File: src/rtl/counter_pkg.sv
// Shared definitions for the counter family: timer state encoding and default width.
package counter_pkg;
    timeunit 1ns;
    timeprecision 100ps;

    localparam int DEFAULT_WIDTH = 5;

    typedef enum logic [1:0] {
        IDLE    = 2'd0,
        ARMED   = 2'd1,
        RUN     = 2'd2,
        EXPIRED = 2'd3
    } timer_state_t;
endpackage

File: src/rtl/countdown_timer.sv
// Loadable down-counter with start/pause, one-shot or auto-reload, and a registered terminal pulse.
module countdown_timer
    import counter_pkg::*;
#(
    parameter int WIDTH = DEFAULT_WIDTH
) (
    input  logic             clk,
    input  logic             rst_,
    input  logic [WIDTH-1:0] data,
    input  logic             load,
    input  logic             start,
    input  logic             enable,
    input  logic             reload_en,
    output logic [WIDTH-1:0] count,
    output logic             busy,
    output logic             expired,
    output logic             done
);
    timeunit 1ns;
    timeprecision 100ps;

    localparam logic [WIDTH-1:0] ZERO = '0;
    localparam logic [WIDTH-1:0] ONE  = {{(WIDTH-1){1'b0}}, 1'b1};

    timer_state_t     state_q, state_d;
    logic [WIDTH-1:0] count_q, count_d;
    logic [WIDTH-1:0] period_q, period_d;
    logic             done_q, done_d;

    always_ff @(posedge clk or negedge rst_) begin
        if (!rst_) begin
            state_q  <= IDLE;
            count_q  <= ZERO;
            period_q <= ZERO;
            done_q   <= 1'b0;
        end else begin
            state_q  <= state_d;
            count_q  <= count_d;
            period_q <= period_d;
            done_q   <= done_d;
        end
    end

    always_comb begin
        state_d  = state_q;
        count_d  = count_q;
        period_d = period_q;
        done_d   = 1'b0;

        if (load) begin
            // A load overrides everything, including a coincident terminal event.
            count_d  = data;
            period_d = data;
            state_d  = (data != ZERO) ? ARMED : IDLE;
        end else begin
            unique case (state_q)
                IDLE: ;
                ARMED: begin
                    if (start) begin
                        state_d = RUN;
                    end
                end
                RUN: begin
                    if (enable) begin
                        if (count_q > ONE) begin
                            count_d = count_q - ONE;
                        end else begin
                            // Terminal edge: reload_en is only looked at here.
                            done_d = 1'b1;
                            if (reload_en) begin
                                count_d = period_q;
                            end else begin
                                count_d = ZERO;
                                state_d = EXPIRED;
                            end
                        end
                    end
                end
                EXPIRED: begin
                    if (start) begin
                        count_d = period_q;
                        state_d = RUN;
                    end
                end
                default: state_d = IDLE;
            endcase
        end
    end

    assign count   = count_q;
    assign done    = done_q;
    assign busy    = (state_q == RUN);
    assign expired = (state_q == EXPIRED);

endmodule
File: config.mk
export PLATFORM = sky130hd
export DESIGN_NAME = countdown_timer
export DESIGN_NICKNAME = d
export VERILOG_FILES = /design/src/rtl/counter_pkg.sv /design/src/rtl/countdown_timer.sv
export SDC_FILE = /design/constraint.sdc
export NUM_CORES = 1
export LEC_CHECK = 0
export ABC_AREA = 1
export CAP_MARGIN = 15
export CORE_MARGIN = 2
export CORE_UTILIZATION = 44
export CTS_CLUSTER_DIAMETER = 40
export DETAILED_ROUTE_END_ITERATION = 16
export PLACE_DENSITY = 0.79
export SLEW_MARGIN = 20
export SYNTH_ARGS = -nofsm -noshare
export SYNTH_HDL_FRONTEND = slang
export SYNTH_SLANG_ARGS = --single-unit
export TNS_END_PERCENT = 5
File: constraint.sdc
create_clock -name clk -period 1.4 [get_ports clk]
set_clock_uncertainty 0.15 [all_clocks]
set_input_delay 0.35 -clock clk [delete_from_list [all_inputs] [get_ports clk]]
set_output_delay 0.35 -clock clk [all_outputs]
set_load 0.02 [all_outputs]
After elaboration in Yosys (flattened, before gate mapping)
Index checks and enable logic that the tools add are counted.
- flip-flop bits (word level): 13
- bits in latches: 0
- bits in writable memories: 0
- ROM bits: 0
- memories: 0
- output and inout bits: 8
- reductions and logical operators: 6
- add/subtract/negate cells: 1
- multiply operators: 0
- div/mod/pow operators: 0
- muxes and demuxes: 17
- bitwise operators: 0
- shift operators: 0
- equality and inequality tests: 8
- magnitude comparators: 1
- operators with widths (cell ; count):
    5-bit two-way mux ; 5
    3-bit != test (second input constant) ; 4
    2-bit two-way mux ; 5
    5-bit case mux with 2 select lines ; 1
    3-bit nonzero test ; 2
    5-bit by 1-bit > comparator with 1-bit output (second input constant) ; 1
    1-bit two-way mux ; 5
    5-bit AND reduction ; 1
    5-bit nonzero test ; 1
    5-bit by 1-bit subtractor with 5-bit output (second input constant) ; 1
    2-bit equality test (second input constant) ; 2
    2-bit case mux with 2 select lines ; 1
    3-bit by 1-bit != test with 1-bit output (second input constant) ; 1
    3-bit AND reduction ; 1
    2-bit by 1-bit equality test with 1-bit output (second input constant) ; 1
    2-bit OR reduction ; 1

Logic depth before layout (Yosys ltp)
- depth in word-level cells: 5
- mapped depth: 10
- mapped depth without buffers: 10

Worst setup path before layout
OpenSTA, ideal clock, no wires.
- path type: flip-flop to flip-flop
- start point: reg count_q[1], in the netlist count[1]
- end point: reg count_q[0], in the netlist count[0]
- period minus slack after synthesis: 1.653 ns
- stages on the path, launching flop included: 9
- path buffers: 0
- arrival: 1.425 ns
- setup time: 0.078 ns
- slack: -0.253 ns
- cells stage by stage: dfrtp_1 inv_1 ha_1 o21bai_2 nand2_4 nand2_4 a21oi_1 nand2_1 a21boi_1
- cells in the longest elaborated chain, start to end: 5
- RTL lines (item ; line ; source):
    start: declaration ; countdown_timer.sv:26 ; logic [WIDTH-1:0] count_q, count_d;
    start signal: assignment ; countdown_timer.sv:38 ; count_q <= count_d;
    5-bit by 1-bit > comparator with 1-bit output ; countdown_timer.sv:65 ; if (count_q > ONE) begin
    5-bit two-way mux ; countdown_timer.sv:65 ;
    5-bit two-way mux ; countdown_timer.sv:64 ; if (enable) begin
    5-bit case mux with 2 select lines ; countdown_timer.sv:56 ; unique case (state_q)
    5-bit two-way mux ; countdown_timer.sv:50 ; if (load) begin
Every way passes these cells. The select of a mux whose other input is x is not followed.
A chain may end at the register's enable or synchronous reset.

Worst setup path after layout
- start point: reg count_q[1], in the netlist count[1]
- end point: reg count_q[4], in the netlist count[4]
- cells in the longest elaborated chain, start to end: 5
- elaborated cells between the ends (all ways): 6
- RTL lines (item ; line):
    5-bit by 1-bit subtractor with 5-bit output or 5-bit by 1-bit > comparator with 1-bit output (tied branches) ; countdown_timer.sv:66, countdown_timer.sv:65
    5-bit two-way mux (*) ; countdown_timer.sv:65
    5-bit two-way mux (*) ; countdown_timer.sv:64
    5-bit case mux with 2 select lines (*) ; countdown_timer.sv:56
    5-bit two-way mux (*) ; countdown_timer.sv:50
Every way passes the cells marked *; elsewhere a longest branch is shown, timed or not. The select of a mux whose other input is x is not followed.

==> results.cfg <==
[status]
run_status = finished, violations left
violations = negative setup slack

[critical_path]
crit_buf_inv = 3
end_kind = register
cp_slowest_stage_delay_ps = 440
start_kind = register
critPathSlowestCell = dfrtp_2
cp_max_fo = 5
cp.arrival_ps = 1610
cp_cell_sequence = buf_4 > o21bai_4 > nand2_4 > buf_4 > nand4_1 > nand3_1 > nand2_1 > inv_1
crit_type = reg -> reg
cpLargestDelayFamily = flip-flops
required_ps = 1440
cpMostUsedCell = buf_4

[power]
p_sw_frac = 0.438
p_int_mw = 1.38
power.total_mw = 2.45
p_comb_frac = 0.662
power.switching_mw = 1.07
power_density_nw_per_um2 = 1700
clkPwrFrac = 0.101
pwr-share-seq = 0.237
p_leak_nw = 0.770
peakVddDrop_mv = 0.960

[placement]
post-place-cells = 196
place_area_um2 = 1340
port_buffers = 18
dp_hpwl_um = 1820
routabilityCongestion = 0.867

[routing]
post-route-drc-count = 0
wl_per_cell_um = 11.5
vias = 989
wl_met3_um = 91
vias_per_cell = 4.87
finalWirelength_um = 2340
first_pass_iters = 4
route.met2.wl_um = 1220
drt_iter0_drc = 21
route.layer.met1.wl_um = 986
top_layer = met4
drtAntennaViolNets = 0

[yosys]
ys_seq_area_frac = 0.376
yosys_most_used_dff = dfrtp_1
synthTopCellsByArea = dfrtp_1 (38%), nand2_1 (15%), inv_1 (6.9%)
synth.most_common_cell = nand2_1
synth-seq-cells = 13
yosysWarnings = 0
ys_async_sr_fraction = 1.00
synth_area_leader_cell = dfrtp_1
synth_edf_count = 0
synthTopCellsByCount = nand2_1 (35), inv_1 (16), dfrtp_1 (13)
synth_area_um2 = 866
avgSynthCellArea_um2 = 7.16
synth.distinct_cells = 23
netlist_instances = 121
syn-num-nets = 134
yosysTopAreaCellShare = 0.376

[clocking]
clock_latency_ps = 290
clock-sinks = 13
cts.htree.levels = 1
cts_tree = done
cts_buffer_depth = 2
clk_pin_slew_ps = 90
root_buffer = clkbuf_4
cts_buffers = 3
ctsHoldBuffers = 0

[die]
dieHeight_um = 48.4
core_um2 = 1900
io_pins = 19
initial_core_util = 0.455
fp.dieArea_um2 = 2340
rows = 16
die_w_um = 48.4

[finish]
nets = 190
drive_gt1_frac = 0.420
area_growth_pct = 66.3
antenna_cells = 0
fin_area_um2 = 1440
fin_cells = 203

[timing]
relSlewSlack = 0.851
rsz0062_at_grt = yes
setup_viol = 12
period_needed_ps = 1570
fin_crit_sh = 1.12
tightest_slew_ps = 221
fmax_mhz = 637
setup_slack_ps = -169
hold_viol = 0
slew_violations = 0
timing.hold.ws_ps = 206

[flow_run]
drv_cap = 0

[grt]
globalRouteTotalUtil = 0.229
grt_overflow = 0
grt_antenna_before_repair = 0
grt_max_degree = 14
grt_pass1_vias = 959
grt_pass1_wl_um = 4120

[min_path]
hold_path_class = in -> async
==> worst paths after layout <==
| path | endpoint | start | slack, ps | cells after the start |
|---|---|---|---|---|
| min reg2reg | period_q[2]$_DFFE_PN0P_ | period_q[2]$_DFFE_PN0P_ | 400 | 2 |
| max reg2reg | count[4]$_DFFE_PN0P_ | count[1]$_DFFE_PN0P_ | -170 | 8 |
| min | count[2]$_DFFE_PN0P_ | rst_ | 210 | 2 |
| max in group asynchronous | count[0]$_DFFE_PN0P_ | rst_ | 720 | 2 |
| max | count[4]$_DFFE_PN0P_ | count[1]$_DFFE_PN0P_ | -170 | 8 |
| min in group clk | period_q[2]$_DFFE_PN0P_ | period_q[2]$_DFFE_PN0P_ | 400 | 2 |
==> layer usage <==
metal	global-route usage	up-vias
met5	0	-
met4	0.100	0
met2	0.419	31
met3	0.0247	5
met1	0.269	461
li1	-	492
==> state kept, by name, indices dropped and copies added, names as in the netlist <==
name / flops
count: 5
done: 1
state_q: 2
period_q: 5
==> what timing repair did <==
item                       CTS  global route
setup endpoints to repair   17            14
pin swaps                    6             2
buffers inserted             3             0
cloned                       0             0
resized for setup           44             6
==> through the flow <==
stage | setup slack (ps) | setup TNS (ps) | util
final | -169 | -1330 | 0.757
after global routing | -256 | -2120 | 0.757
after CTS | -170 | -1320 | 0.750
after detailed placement | -497 | -5020 | 0.702
after global placement | -423 | -4370 | 0.702
after floorplan | -118 | -523 | -
==> layout make-up <==
type                       count  area, um^2
clock inverter                 1        5.00
fill                         143         462
inverter                      19        71.3
multi-input combinational     88         544
tap                           27        33.8
clock buffer                   3        22.5
sequential                    13         328
timing repair buffer          52         435
==> worst reg2reg max path: stages (launching register included) <==
cell	delay, ps
dfrtp_2	440
buf_4	150
o21bai_4	200
nand2_4	110
buf_4	160
nand4_1	80
nand3_1	90
nand2_1	70
inv_1	40
==> logic make-up after synthesis <==
kind of cell	share of synthesized area
AND/OR/NAND/NOR	0.410
XOR/XNOR	0.0101
adder cells (fa/ha/maj)	0.0289
flip-flops	0.376
AO/OA/AOI/OAI	0.0881
buffers and inverters	0.0867
==> layout by cell type (no fill, tap or decap), types with 2 or more instances in the layout <==
master and instances:
inv_2 6, nor2_1 8, ha_4 2, dlygate4sd2_1 3
clkbuf_4 3, dfrtp_1 11, clkdlybuf4s50_1 9, buf_6 3
nand2_4 2, inv_1 13, nand2_2 5, a21boi_1 2
dfrtp_2 2, nand4_1 2, nand3_1 10, a21oi_2 3
nor2_2 3, buf_4 34, nand3_2 2, o21ai_1 2
nand2_1 34, o21ai_0 2, a21oi_1 3, buf_2 2
==> power groups by stage <==
stage | Combinational, mW | Sequential (mW) | Clock [mW]
3_3_place_gp | 1.46 | 0.569 | 0
4_1_cts | 1.58 | 0.578 | 0.250
2_1_floorplan | 0.666 | 0.688 | 0
6_report | 1.62 | 0.581 | 0.247
5_1_grt | 1.76 | 0.597 | 0.269
3_5_place_dp | 1.50 | 0.579 | 0
Power figures use the tool's default switching activity.
